`config.mk`:
```
export PLATFORM = sky130hd
export DESIGN_NAME = ili9341_pattern_gen_flat
export DESIGN_NICKNAME = d
export VERILOG_FILES = /design/src/rtl/ili9341_pattern_gen_if.sv /design/src/rtl/ili9341_pattern_gen.sv /design/src/flat_wrapper.sv
export SDC_FILE = /design/constraint.sdc
export NUM_CORES = 1
export LEC_CHECK = 0
export BUFFER_PORTS_ARGS = -buffer_cell sky130_fd_sc_hd__buf_4
export CELL_PAD_IN_SITES_DETAIL_PLACEMENT = 0
export CELL_PAD_IN_SITES_GLOBAL_PLACEMENT = 2
export CORE_MARGIN = 3
export CORE_UTILIZATION = 34
export DETAILED_ROUTE_END_ITERATION = 10
export PLACE_DENSITY_LB_ADDON = 0.12
export SETUP_SLACK_MARGIN = 0.1
export SLEW_MARGIN = 20
export SYNTH_ARGS = -nofsm -noshare
export SYNTH_HDL_FRONTEND = slang
export SYNTH_SLANG_ARGS = --single-unit
```
`constraint.sdc`:
```
create_clock -name clk -period 3 [get_ports clk]
set_input_delay 0.6 -clock clk [delete_from_list [all_inputs] [get_ports clk]]
set_output_delay 0.6 -clock clk [all_outputs]
set_load 0.1 [all_outputs]
```
`src/rtl/ili9341_pattern_gen_if.sv`:
```
// Pixel-source bus between the display controller and the pattern generator.
//   master (controller): drives start, pattern_sel, solid_color and pixel_req;
//                        observes pixel_data, pixel_valid, frame_done, busy, x and y.
//   slave  (generator):  the reverse directions.
interface ili9341_pattern_gen_if #(
  parameter int unsigned PIXEL_SIZE = 16,
  parameter int unsigned X_W        = 9,
  parameter int unsigned Y_W        = 8
);
  logic                  start;
  logic [1:0]            pattern_sel;
  logic [PIXEL_SIZE-1:0] solid_color;
  logic                  pixel_req;
  logic [PIXEL_SIZE-1:0] pixel_data;
  logic                  pixel_valid;
  logic                  frame_done;
  logic                  busy;
  logic [X_W-1:0]        x;
  logic [Y_W-1:0]        y;

  modport master (
    output start, pattern_sel, solid_color, pixel_req,
    input  pixel_data, pixel_valid, frame_done, busy, x, y
  );

  modport slave (
    input  start, pattern_sel, solid_color, pixel_req,
    output pixel_data, pixel_valid, frame_done, busy, x, y
  );
endinterface

```
`src/rtl/ili9341_pattern_gen.sv`:
```
// Raster-order RGB565 test-pattern source for the ILI9341 display path.
// Presents one registered pixel at a time and advances on each pixel_req.
//   clk, rst : clock and asynchronous active-high reset
//   bus      : slave side of ili9341_pattern_gen_if
//              in  start, pattern_sel, solid_color, pixel_req
//              out pixel_data, pixel_valid, frame_done, busy, x, y
module ili9341_pattern_gen #(
  parameter int unsigned H_RES      = 320,
  parameter int unsigned V_RES      = 240,
  parameter int unsigned PIXEL_SIZE = 16,
  parameter int unsigned BAR_WIDTH  = 40,
  parameter int unsigned CHECK_LOG2 = 4
) (
  input  logic                  clk,
  input  logic                  rst,
  ili9341_pattern_gen_if.slave  bus
);

  localparam int unsigned X_W = $clog2(H_RES);
  localparam int unsigned Y_W = $clog2(V_RES);
  localparam logic [X_W-1:0] X_LAST = X_W'(H_RES - 1);
  localparam logic [Y_W-1:0] Y_LAST = Y_W'(V_RES - 1);

  typedef enum logic [1:0] {
    S_IDLE   = 2'd0,
    S_LOAD   = 2'd1,
    S_STREAM = 2'd2,
    S_DONE   = 2'd3
  } state_t;

  state_t                r_state, w_state;
  logic [1:0]            r_sel,   w_sel;
  logic [PIXEL_SIZE-1:0] r_color, w_color;
  logic [X_W-1:0]        r_x,     w_x;
  logic [Y_W-1:0]        r_y,     w_y;
  logic [PIXEL_SIZE-1:0] r_data,  w_data;
  logic                  r_valid, w_valid;
  logic                  r_done,  w_done;
  logic                  r_busy,  w_busy;

  // Pattern colour at (px, py). Gradient bit picks assume the default 320x240 raster.
  function automatic logic [PIXEL_SIZE-1:0] f_pixel(
    input logic [1:0]            sel,
    input logic [PIXEL_SIZE-1:0] color,
    input logic [X_W-1:0]        px,
    input logic [Y_W-1:0]        py
  );
    logic [X_W-1:0]        bar;
    logic [PIXEL_SIZE-1:0] pix;
    bar = px / X_W'(BAR_WIDTH);
    pix = '0;
    case (sel)
      2'd0: pix = color;
      2'd1: begin
        if (bar > X_W'(7)) begin
          pix = PIXEL_SIZE'(16'h0000);
        end else begin
          case (bar[2:0])
            3'd0: pix = PIXEL_SIZE'(16'hFFFF);
            3'd1: pix = PIXEL_SIZE'(16'hFFE0);
            3'd2: pix = PIXEL_SIZE'(16'h07FF);
            3'd3: pix = PIXEL_SIZE'(16'h07E0);
            3'd4: pix = PIXEL_SIZE'(16'hF81F);
            3'd5: pix = PIXEL_SIZE'(16'hF800);
            3'd6: pix = PIXEL_SIZE'(16'h001F);
            3'd7: pix = PIXEL_SIZE'(16'h0000);
          endcase
        end
      end
      2'd2: pix = (px[CHECK_LOG2] ^ py[CHECK_LOG2]) ? '1 : '0;
      2'd3: pix = PIXEL_SIZE'({px[8:4], py[7:2], ~px[8:4]});
    endcase
    return pix;
  endfunction

  // Next-state and next-output logic.
  always_comb begin
    w_state = r_state;
    w_sel   = r_sel;
    w_color = r_color;
    w_x     = r_x;
    w_y     = r_y;
    w_data  = r_data;
    w_valid = r_valid;
    w_done  = r_done;
    w_busy  = r_busy;

    case (r_state)
      S_IDLE, S_DONE: begin
        if (bus.start) begin
          w_state = S_LOAD;
          w_done  = 1'b0;
          w_valid = 1'b0;
          w_busy  = 1'b1;
        end
      end

      // Latch the frame configuration and use it straight away for pixel (0,0).
      S_LOAD: begin
        w_sel   = bus.pattern_sel;
        w_color = bus.solid_color;
        w_x     = '0;
        w_y     = '0;
        w_data  = f_pixel(bus.pattern_sel, bus.solid_color, '0, '0);
        w_valid = 1'b1;
        w_state = S_STREAM;
      end

      S_STREAM: begin
        if (bus.pixel_req) begin
          if ((r_x == X_LAST) && (r_y == Y_LAST)) begin
            // Last pixel consumed: counters hold rather than wrap.
            w_state = S_DONE;
            w_valid = 1'b0;
            w_done  = 1'b1;
            w_busy  = 1'b0;
          end else if (r_x == X_LAST) begin
            w_x    = '0;
            w_y    = r_y + Y_W'(1);
            w_data = f_pixel(r_sel, r_color, '0, r_y + Y_W'(1));
          end else begin
            w_x    = r_x + X_W'(1);
            w_data = f_pixel(r_sel, r_color, r_x + X_W'(1), r_y);
          end
        end
      end

      default: w_state = S_IDLE;
    endcase
  end

  // State and output registers.
  always_ff @(posedge clk or posedge rst) begin
    if (rst) begin
      r_state <= S_IDLE;
      r_sel   <= '0;
      r_color <= '0;
      r_x     <= '0;
      r_y     <= '0;
      r_data  <= '0;
      r_valid <= 1'b0;
      r_done  <= 1'b0;
      r_busy  <= 1'b0;
    end else begin
      r_state <= w_state;
      r_sel   <= w_sel;
      r_color <= w_color;
      r_x     <= w_x;
      r_y     <= w_y;
      r_data  <= w_data;
      r_valid <= w_valid;
      r_done  <= w_done;
      r_busy  <= w_busy;
    end
  end

  assign bus.pixel_data  = r_data;
  assign bus.pixel_valid = r_valid;
  assign bus.frame_done  = r_done;
  assign bus.busy        = r_busy;
  assign bus.x           = r_x;
  assign bus.y           = r_y;

endmodule

```
`src/flat_wrapper.sv`:
```
// flat-port wrapper written by rule: the top's interface ports become plain ports
module ili9341_pattern_gen_flat 
#(
  parameter int unsigned H_RES      = 320,
  parameter int unsigned V_RES      = 240,
  parameter int unsigned PIXEL_SIZE = 16,
  parameter int unsigned BAR_WIDTH  = 40,
  parameter int unsigned CHECK_LOG2 = 4
)
  (clk, rst, bus_start, bus_pattern_sel, bus_solid_color, bus_pixel_req, bus_pixel_data, bus_pixel_valid, bus_frame_done, bus_busy, bus_x, bus_y);
  ili9341_pattern_gen_if #(.PIXEL_SIZE(PIXEL_SIZE), .X_W(9), .Y_W(8)) bus_i ();
  input  logic clk;
  input  logic rst;
  input wire logic [$bits(bus_i.start)-1:0] bus_start;
  input wire logic [$bits(bus_i.pattern_sel)-1:0] bus_pattern_sel;
  input wire logic [$bits(bus_i.solid_color)-1:0] bus_solid_color;
  input wire logic [$bits(bus_i.pixel_req)-1:0] bus_pixel_req;
  output wire logic [$bits(bus_i.pixel_data)-1:0] bus_pixel_data;
  output wire logic [$bits(bus_i.pixel_valid)-1:0] bus_pixel_valid;
  output wire logic [$bits(bus_i.frame_done)-1:0] bus_frame_done;
  output wire logic [$bits(bus_i.busy)-1:0] bus_busy;
  output wire logic [$bits(bus_i.x)-1:0] bus_x;
  output wire logic [$bits(bus_i.y)-1:0] bus_y;
  assign bus_i.start = bus_start;
  assign bus_i.pattern_sel = bus_pattern_sel;
  assign bus_i.solid_color = bus_solid_color;
  assign bus_i.pixel_req = bus_pixel_req;
  assign bus_pixel_data = bus_i.pixel_data;
  assign bus_pixel_valid = bus_i.pixel_valid;
  assign bus_frame_done = bus_i.frame_done;
  assign bus_busy = bus_i.busy;
  assign bus_x = bus_i.x;
  assign bus_y = bus_i.y;
  ili9341_pattern_gen #(.H_RES(H_RES), .V_RES(V_RES), .PIXEL_SIZE(PIXEL_SIZE), .BAR_WIDTH(BAR_WIDTH), .CHECK_LOG2(CHECK_LOG2)) u_core (.clk(clk), .rst(rst), .bus(bus_i));
endmodule
```
==> results of run 1 <==
-- final timing paths --
check	startpoint	endpoint	slack (ns)	depth (start not counted)
hold / removal	u_core.bus.pixel_data[7]	u_core.bus.pixel_data[7]	0.48	2
setup reg to reg	u_core.bus.x[0]	u_core.bus.pixel_data[2]	0.28	9
max in group asynchronous	rst	u_core.bus.x[6]	1.98	3
hold reg to reg	u_core.bus.pixel_data[7]	u_core.bus.pixel_data[7]	0.48	2
min in group asynchronous	rst	u_core.bus.x[0]	0.49	3
setup / recovery	u_core.bus.x[0]	u_core.bus.pixel_data[2]	0.28	9
-- flip-flops by register name (all words and copies together), names as in the netlist --
name,flops
u_core.bus.y,8
u_core.r_state,2
u_core.bus.x,9
u_core.bus.pixel_valid,1
u_core.bus.busy,1
u_core.r_color,16
u_core.r_sel,2
u_core.bus.pixel_data,16
u_core.bus.frame_done,1
-- power groups by stage --
stage	Clock (µW)	Combinational, µW	Sequential (µW)
after floorplan	0	1120	2070
after global placement	0	2590	1240
after detailed placement	0	2600	1250
after CTS	461	2600	1230
after global routing	488	2750	1270
final	438	2580	1230
-- repair_timing --
action / in CTS / in global routing
hold endpoints to repair: 0 / 0
endpoints found under the setup margin: 0 / 1
setup buffers: 0 / 0
-- Yosys cell counts (3+ instances only) --
library cell  number
o21a_1             4
o221ai_1          10
o211ai_1           7
dfrtp_1           56
nand2b_1           3
a221o_1            3
a22o_1             3
or2_2              3
nor2b_1            3
o21ai_1            8
ha_1               6
and3_1             3
nand2_1           56
o31ai_1            8
and2_1             4
nor2_1            24
buf_2              8
clkbuf_1          14
xnor2_1            7
o21ai_0           32
mux2_2            20
a21oi_1           37
inv_1              7
nand3_1           12
xor2_1             6
nor3_1             7
-- cell families after synthesis --
family,share of synthesized area [%]
AOI/OAI and AO/OA,24.8
and+or+nand+nor,18.8
DFF,39.8
buffers and inverters,3.80
muxes,6.68
xor gates and xnor gates,3.70
adders and majority gates,2.42
-- area by class of cell --
| class | instances | area [µm²] |
|---|---|---|
| fill | 1046 | 5710 |
| multi-input combinational | 308 | 1980 |
| sequential | 56 | 1410 |
| timing repair buffer | 68 | 523 |
| tap | 133 | 166 |
| clock buffer | 6 | 72.6 |
| inverter | 7 | 26.3 |
| clock inverter | 2 | 13.8 |
-- layer usage --
metal / track usage [%] / wire length, µm
met5: 0 / 0
met2: 31.0 / 5270
met1: 24.9 / 4720
met3: 2.28 / 304
met4: 2.98 / 63
-- worst register-to-register path: stages, from the launching register on --
cell      delay, ns
dfrtp_2        0.46
ha_1           0.24
buf_4          0.17
nand4_1        0.08
xor2_1         0.46
mux2_2         0.28
o311ai_1       0.12
a311oi_2       0.37
nor3_1         0.13
o41ai_2        0.31
-- stage by stage --
step           setup slack, ns  power, µW  hold WS (ns)  cells  utilization, %
3_5_place_dp             0.306       3850         0.462    572            41.5
4_1_cts                  0.270       4300         0.488    580            42.3
5_1_grt                  0.113       4500         0.509    580            42.3
6_report                 0.285       4250         0.481    580            42.3
3_3_place_gp             0.349       3830         0.455    572            41.5
2_1_floorplan            0.101       3190         0.480    395               -
==> metrics.md, run 1 <==
| Metric | Value |
|---|---|
| DIE AREA | 0.0116 mm² |
| Maxcap violations | 0 |
| Least-Margin Pin Slew | 0.757 ns |
| Clock power share | 10.3% |
| Number of I/O port buffers | 57 |
| Status | completed |
| Synth area leader | dfrtp_1 |
| Seq cells post-synth | 56 |
| Fmax | 368 MHz |
| Min-Delay Path Class | reg -> reg |
| Clk Latency, worst-skew pair | 0.32 ns |
| GRT Overall Usage | 18.2% |
| Top cells by area, synth | dfrtp_1 (40%), mux2_2 (6.4%), nand2_1 (6.0%) |
| Main synth FF type | dfrtp_1 |
| Crit path buffers/inverters | 1 |
| # DRC | 0 |
| Final Max Slew Viols | 0 |
| Routed Antenna Nets | 0 |
| LEAKAGE | 0.00180 µW |
| Clock sinks | 56 |
| Initial antenna violation count | 0 |
| Largest net degree at the start of global routing | 57 |
| Cts repair resizes | 0 |
| Combinational Power Share | 60.8% |
| Placed cell area | 0.00411 mm² |
| Core Area | 0.00991 mm² |
| Layout Area Growth over Synthesis | 19.2% |
| Tmin final | 2.72 ns |
| Maximum VDD drop | 0.000528 V |
| Syn nets | 423 |
| CTS root buf | clkbuf_8 |
| Number of iterations in the first detailed-routing pass | 4 |
| Bufs on Longest Clock Path | 2 |
| Pwr dens | 1010 mW/mm² |
| CTS tree | done |
| Critical Path, Cell by Cell | ha_1 > buf_4 > nand4_1 > xor2_1 > mux2_2 > o311ai_1 > a311oi_2 > nor3_1 > o41ai_2 |
| TritonCTS Buffers | 5 |
| CTS H-tree depth | 2 |
| Setup violators final | 0 |
| Commonest non-fill, non-tap cells in the layout | buf_4 (67), nand2_1 (56), dfrtp_1 (49), a21oi_1 (37), o21ai_0 (32) |
| Ys Warns | 0 |
| First-pass GRT wire length | 16,600 µm |
| Startpoint Class | register |
| CTS Hold Bufs | 0 |
| Routability cong. | 0.817 |
| Avg WL per Cell | 17.9 µm |
| Internal | 1970 µW |
| Switching share of power | 53.6% |
| Seq pwr share | 28.9% |
| Syn Std Cell Area | 0.00352 mm² |
| RSZ-0062 raised after global routing | false |
| Clk slew on worst S/H paths | 0.11 ns |
| Initial DRC count | 116 |
| CP arrival | 2.94 ns |
| Sequential fraction of the synthesis area | 39.8% |
| Delay of the slowest critical-path stage | 0.46 ns |
| Row Count | 36 |
| Most common cell after layout, fill and taps aside | buf_4 |
| Total Wirelength | 10,400 µm |
| Syn_area_per_cell | 8.91 µm² |
| Crit Path Category | reg -> reg |
| Layout Nets | 474 |
| Switching power | 2270 µW |
| Async set or reset register ratio after synthesis | 100% |
| Number of enable flip-flop cells after synthesis | 0 |
| Ports | 58 |
| Relative slew slack | 49.6% |
| CP max stage cell | dfrtp_2 |
| Largest fanout on the critical path | 7 |
| Vias in the first global route | 3,126 |
| Die Y | 108 µm |
| # diodes | 0 |
| Setup Skew | 0.00861 ns |
| Period Utilization, post-route | 90.5% |
| Total number of vias | 3,187 |
| Cells after Synth | 395 |
| Fin. Hold Viols | 0 |
| Layout cells sized above 1 | 27.1% |
| Die width | 108 µm |
| CP delay by family, top | compound AO/OA/AOI/OAI gates |
| Critical Path Sink Type | register |
| Vias/cell | 5.49 |
| DPL Wire Length | 7490 µm |
| Unique masters post-synth | 63 |
| Final Instance Area | 0.00420 mm² |
| Post-synth top area share | 39.8% |
| Fin Setup TNS | 0 ns |
| WP data required | 3.22 ns |
| GR Overflow Total | 0 |
| Starting Density | 35.5% |
(Power assumes the default switching activity.)
==> run 2, diff against run 1 <==
--- a/config.mk
+++ b/config.mk
@@ -5,13 +5,13 @@
 export SDC_FILE = /design/constraint.sdc
 export NUM_CORES = 1
 export LEC_CHECK = 0
-export BUFFER_PORTS_ARGS = -buffer_cell sky130_fd_sc_hd__buf_4
+export BUFFER_PORTS_ARGS = -buffer_cell sky130_fd_sc_hd__buf_2
 export CELL_PAD_IN_SITES_DETAIL_PLACEMENT = 0
 export CELL_PAD_IN_SITES_GLOBAL_PLACEMENT = 2
 export CORE_MARGIN = 3
 export CORE_UTILIZATION = 34
 export DETAILED_ROUTE_END_ITERATION = 10
-export PLACE_DENSITY_LB_ADDON = 0.12
+export PLACE_DENSITY = 0.85
 export SETUP_SLACK_MARGIN = 0.1
 export SLEW_MARGIN = 20
 export SYNTH_ARGS = -nofsm -noshare
==> metrics.md, run 2 (synthesized netlist as in run 1, its figures left out) <==
| Metric | Value |
|---|---|
| Clk slew on worst S/H paths | 0.11 ns (about the same) |
| Die Y | 108 µm (unchanged) |
| Ports | 58 (unchanged) |
| Row Count | 36 (unchanged) |
| Worst Setup SP | u_core.bus.x[0] |
| Tmin final | 2.69 ns (-0.0297 ns) |
| # diodes | 0 (unchanged) |
| Routability cong. | 0.853 (+4.3%) |
| Setup Skew | 0.00931 ns (+0.000697 ns) |
| Status | completed |
| Clock sinks | 56 (unchanged) |
| Critical Path Sink Type | register |
| Fillers | 1,042 (-0.38%) |
| Routed Antenna Nets | 0 (unchanged) |
| First-pass GRT wire length | 16,400 µm (-0.87%) |
| Layout Nets | 479 (+1.1%) |
| Layout cells sized above 1 | 29.0% (+1.9 points) |
| Reg2reg setup slack | 0.31 ns (+0.03 ns) |
| Core Util, Final | 41.6% (-0.76 points) |
| CTS root buf | clkbuf_8 |
| Reg2reg end | u_core.bus.pixel_valid |
| Least-Margin Pin Slew | 0.648 ns (-0.109 ns) |
| Layout Area Growth over Synthesis | 17.1% |
| Startpoint Class | register |
| Fin. Hold Viols | 0 (unchanged) |
| # DRC | 0 (unchanged) |
| TritonCTS Buffers | 5 (unchanged) |
| Most common cell after layout, fill and taps aside | buf_2 |
| Number of iterations in the first detailed-routing pass | 4 (unchanged) |
| Largest fanout on the critical path | 12 (+5) |
| RSZ-0062 raised after global routing | false |
| Starting Density | 35.5% (unchanged) |
| Maxcap violations | 0 (unchanged) |
| Commonest non-fill, non-tap cells in the layout | buf_2 (57), nand2_1 (56), dfrtp_1 (49), a21oi_1 (37), o21ai_0 (32) |
| GR Overflow Total | 0 (unchanged) |
| RR Startpoint | u_core.bus.x[0] |
| DPL Wire Length | 7370 µm (-1.6%) |
| Period Utilization, post-route | 89.5% (-0.99 points) |
| Delay of the slowest critical-path stage | 0.43 ns (-0.03 ns) |
| Met3 global-route usage | 2.22% (-0.060 points) |
| Final Max Slew Viols | 0 (unchanged) |
| Avg WL per Cell | 17.2 µm (-3.5%) |
| WP data required | 3.22 ns (about the same) |
| CP arrival | 2.90 ns (-0.04 ns) |
| Total number of vias | 3,164 (-0.72%) |
| Vias/cell | 5.41 (-1.6%) |
| Pwr dens | 1030 mW/mm² (+2.1%) |
| Bufs on Longest Clock Path | 2 (unchanged) |
| GR Util met2 | 27.5% (-3.5 points) |
| Gr busiest metal | met2 |
| Initial DRC count | 165 (+42%) |
| Setup violators final | 0 (unchanged) |
| Die width | 108 µm (unchanged) |
| CTS H-tree depth | 2 (unchanged) |
| Initial antenna violation count | 0 (unchanged) |
| Crit Path Category | reg -> reg |
| Fmax | 372 MHz (+1.1%) |
| GRT Overall Usage | 17.8% (-0.39 points) |
| DIE AREA | 0.0116 mm² (unchanged) |
| Total Wirelength | 10,100 µm (-2.7%) |
| Met1 Usage GRT | 26.8% (+1.9 points) |
| Maximum VDD drop | 0.000674 V (+28%) |
| Core Area | 0.00991 mm² (unchanged) |
| CP max stage cell | dfrtp_2 |
| Clk Latency, worst-skew pair | 0.32 ns (about the same) |
| Critical Path, Cell by Cell | ha_2 > nand2_1 > or3_4 > or2_4 > nor3_4 > buf_4 > a21boi_1 > a21oi_2 > mux2_2 |
| Largest net degree at the start of global routing | 28 (-51%) |
| LEAKAGE | 0.00180 µW (about the same) |
| Number of I/O port buffers | 57 (unchanged) |
| Min-Delay Path Class | in -> async |
| Worst Reg-to-Reg Cells | 9 (unchanged) |
| Fin Setup TNS | 0 ns (unchanged) |
| Vias in the first global route | 3,066 (-1.9%) |
| CTS tree | done |
| CP Capture Point | u_core.bus.pixel_valid |
| Relative slew slack | 56.5% (+6.9 points) |
| Post-CTS Setup Bufs | 0 (unchanged) |
| PnR Total Power | 4260 µW (+0.30%) |
## run 2: how the worst min path moves through the flow
| stage | from | end | slack [ns] |
|---|---|---|---|
| detailed placement | u_core.bus.pixel_data[9] | u_core.bus.pixel_data[9] | 0.46 |
| floorplan | u_core.r_color[7] | u_core.r_color[7] | 0.48 |
| global route | rst | u_core.r_color[2] | 0.25 |
| global placement | u_core.bus.pixel_data[10] | u_core.bus.pixel_data[10] | 0.45 |
| CTS | rst | u_core.r_color[2] | 0.24 |
| finish | rst | u_core.r_color[2] | 0.22 |
## run 2: metal layers
layer  share of wire, %  up-vias  wire length (µm)
met3                3.7        6               377
met2                 46       63              4620
li1                   -     1553                 -
met5                  0        -                 0
met1                 50     1542              5010
met4               0.71        0                72
## run 2: area by class of cell
cell class / count / area, µm² / share of cell area, %
clock buffer: 5 / 68.8 / 1.67
inverter: 7 / 26.3 / 0.638
tap: 133 / 166 / 4.04
sequential: 56 / 1410 / 34.2
multi-input combinational: 308 / 2000 / 48.5
timing repair buffer: 73 / 405 / 9.84
clock inverter: 3 / 46.3 / 1.12
## run 2: where the power goes
group	internal, µW	switching (µW)	total (µW)
logic	701	1800	2500
registers	1030	198	1220
clock network	252	281	534
## run 2: what timing repair did
| item | in CTS | in global routing |
|---|---|---|
| setup endpoints to repair | 0 | 19 |
| hold buffers | 0 | 0 |
| resized for setup | 0 | 4 |
## run 2: through the flow
step | cell area, µm² | hold slack [ns] | setup slack (ns) | instances
after global placement | 3990 | 0.451 | 0.305 | 577
after floorplan | 3530 | 0.480 | 0.101 | 395
after global routing | 4120 | 0.251 | 0.173 | 585
final | 4120 | 0.220 | 0.315 | 585
after detailed placement | 3990 | 0.455 | 0.205 | 577
after CTS | 4110 | 0.242 | 0.173 | 585
## run 2: worst max-delay path, delay by kind of cell (launching register included)
kind            cells  cell delay (ns)
compound gates      2             0.27
mux                 1             0.35
buf+inv             1             0.19
simple gates        4             1.06
fa+ha+maj           1             0.27
flops               1             0.43
==> run 3, diff against run 2 <==
--- a/config.mk
+++ b/config.mk
@@ -9,9 +9,9 @@
 export CELL_PAD_IN_SITES_DETAIL_PLACEMENT = 0
 export CELL_PAD_IN_SITES_GLOBAL_PLACEMENT = 2
 export CORE_MARGIN = 3
-export CORE_UTILIZATION = 34
+export CORE_UTILIZATION = 37
 export DETAILED_ROUTE_END_ITERATION = 10
-export PLACE_DENSITY = 0.85
+export PLACE_DENSITY = 0.91
 export SETUP_SLACK_MARGIN = 0.1
 export SLEW_MARGIN = 20
 export SYNTH_ARGS = -nofsm -noshare
==> constraint.sdc (replaced) <==
create_clock -name clk -period 3.47 [get_ports clk]
set_input_delay 0.694 -clock clk [delete_from_list [all_inputs] [get_ports clk]]
set_output_delay 0.694 -clock clk [all_outputs]
set_load 0.1 [all_outputs]
==> metrics.md, run 3 (synthesized netlist as in run 1, its figures left out) <==
| Metric | Value |
|---|---|
| Status | completed |
| Min-Delay Path Class | in -> async |
| Critical Path Sink Type | register |
| Total Wirelength | 9490 µm (-5.9%) |
| Die width | 104 µm (-3.9%) |
| Delay of the slowest critical-path stage | 0.47 ns (+0.04 ns) |
| Cts repair resizes | 0 (unchanged) |
| GRT Overall Usage | 17.8% (+0.056 points) |
| Number of I/O port buffers | 57 (unchanged) |
| Most common cell after layout, fill and taps aside | buf_2 |
| Clk Latency, worst-skew pair | 0.32 ns (about the same) |
| Total number of vias | 3,068 (-3.0%) |
| Setup violators final | 0 (unchanged) |
| WP data required | 3.68 ns (+0.46 ns) |
| Placed cell area | 0.00393 mm² (-1.6%) |
| First-pass GRT wire length | 16,000 µm (-2.9%) |
| Layout Area Growth over Synthesis | 15.0% |
| CP max stage cell | dfrtp_1 |
| Fin Setup TNS | 0 ns (unchanged) |
| Reg2reg end | u_core.bus.pixel_data[5] |
| Post-CTS Setup Bufs | 0 (unchanged) |
| CP delay by family, top | simple AND/OR/NAND/NOR gates |
| Reg2reg setup slack | 0.38 ns (+0.06 ns) |
| Worst Setup SP | u_core.bus.x[0] |
| Vias/cell | 5.38 (-0.48%) |
| Avg WL per Cell | 16.6 µm (-3.4%) |
| Commonest non-fill, non-tap cells in the layout | buf_2 (57), nand2_1 (56), dfrtp_1 (56), a21oi_1 (37), o21ai_0 (32) |
| CP arrival | 3.30 ns (+0.40 ns) |
| Period Utilization, post-route | 89.2% (-0.34 points) |
| DIE AREA | 0.0107 mm² (-7.7%) |
| Fillers | 912 (-12%) |
| Core Util, Final | 45.1% (+3.5 points) |
| Least-Margin Pin Slew | 0.833 ns (+0.185 ns) |
| Tmin final | 3.09 ns (+0.409 ns) |
| Initial antenna violation count | 0 (unchanged) |
| Crit path buffers/inverters | 0 (-1) |
| Relative slew slack | 44.4% (-12 points) |
| Pwr dens | 900 mW/mm² (-13%) |
| Largest fanout on the critical path | 12 (unchanged) |
| Final Instance Area | 0.00405 mm² (-1.8%) |
| Routed Antenna Nets | 0 (unchanged) |
| CTS root buf | clkbuf_8 |
| Row Count | 34 (-5.6%) |
| RSZ-0062 raised after global routing | false |
| Largest net degree at the start of global routing | 29 (+3.6%) |
| DPL Wire Length | 7060 µm (-4.2%) |
| TritonCTS Buffers | 5 (unchanged) |
| Layout cells sized above 1 | 25.2% (-3.8 points) |
| # DRC | 0 (unchanged) |
| CTS tree | done |
| Critical Path, Cell by Cell | ha_1 > nand2_1 > or3_4 > or2_4 > nor3_4 > o22ai_1 > o21ai_0 > nor2_1 > a221o_1 |
| LEAKAGE | 0.00178 µW (-1.0%) |
| Setup Skew | 0.00793 ns (-0.00138 ns) |
| Final Max Slew Viols | 0 (unchanged) |
| GR Overflow Total | 0 (unchanged) |
| Startpoint Class | register |
| Crit path depth | 9 (unchanged) |
| Clk slew on worst S/H paths | 0.10 ns (about the same) |
| Number of iterations in the first detailed-routing pass | 4 (unchanged) |
| Core Area | 0.00898 mm² (-9.4%) |
| CTS Hold Bufs | 0 (unchanged) |
| Layout Nets | 471 (-1.7%) |
| Bufs on Longest Clock Path | 2 (unchanged) |
| RR Startpoint | u_core.bus.x[0] |
| Worst Reg-to-Reg Cells | 9 (unchanged) |
| Routability cong. | 0.874 (+2.5%) |
| Maximum VDD drop | 0.000459 V (-32%) |
| Starting Density | 39.2% (+3.7 points) |
| CTS H-tree depth | 2 (unchanged) |
| Crit Path Category | reg -> reg |
| Die Y | 104 µm (-3.9%) |
| Maxcap violations | 0 (unchanged) |
| Fin. Hold Viols | 0 (unchanged) |
| Clock sinks | 56 (unchanged) |
| Fmax | 323 MHz (-13%) |
| CP Capture Point | u_core.bus.pixel_data[5] |
| # diodes | 0 (unchanged) |
| Ports | 58 (unchanged) |
| Vias in the first global route | 3,046 (-0.65%) |
| Initial DRC count | 177 (+7.3%) |
## run 3: worst min-delay path by stage
stage                                end                       from  slack, ns  cells past startpoint
2_1_floorplan          u_core.r_color[7]          u_core.r_color[7]       0.48                      1
3_3_place_gp   u_core.bus.pixel_data[10]  u_core.bus.pixel_data[10]       0.45                      2
3_5_place_dp   u_core.bus.pixel_data[10]  u_core.bus.pixel_data[10]       0.46                      2
4_1_cts                  u_core.bus.x[5]                        rst       0.32                      2
5_1_grt                  u_core.bus.x[5]                        rst       0.34                      2
6_report                 u_core.bus.y[5]                        rst       0.31                      2
## run 3: stage by stage
step | hold WS (ns) | setup slack, ns | std cells | total power, µW
2_1_floorplan | 0.480 | 0.244 | 395 | 2750
3_3_place_gp | 0.449 | 0.520 | 562 | 3160
3_5_place_dp | 0.455 | 0.430 | 562 | 3200
4_1_cts | 0.323 | 0.395 | 570 | 3670
5_1_grt | 0.339 | 0.220 | 570 | 3870
6_report | 0.312 | 0.376 | 570 | 3640
## run 3: cell type report
cell class	instances	area, µm²	area share, %
Inverter	7	26.3	0.649
Clock inverter	2	38.8	0.958
Tap cell	126	158	3.89
Multi-Input combinational cell	308	1980	49.0
Sequential cell	56	1400	34.6
Timing Repair Buffer	65	358	8.84
Clock buffer	6	82.6	2.04
## run 3: report_power, final
| group | leakage (µW) | total, µW | internal [µW] | switching [µW] |
|---|---|---|---|---|
| Combinational | 0.00102 | 2120 | 586 | 1530 |
| Clock | 0.0000614 | 467 | 237 | 230 |
| Sequential | 0.000700 | 1060 | 886 | 173 |
| Total | 0.00178 | 3640 | 1710 | 1930 |
## run 3: layer usage
layer	part of all wire, %	up-vias	global-route usage [%]
li1	-	1524	-
met1	49	1450	26.3
met2	44	85	27.1
met3	6.3	9	3.30
met4	0.84	0	4.08
met5	0	-	0
## run 3: worst register-to-register path: cells and delay by family, from the launching register on
kind / cells / cell delay [ns]
compound gates: 3 / 0.88
fa+ha+maj: 1 / 0.36
flops: 1 / 0.47
simple gates: 5 / 1.30
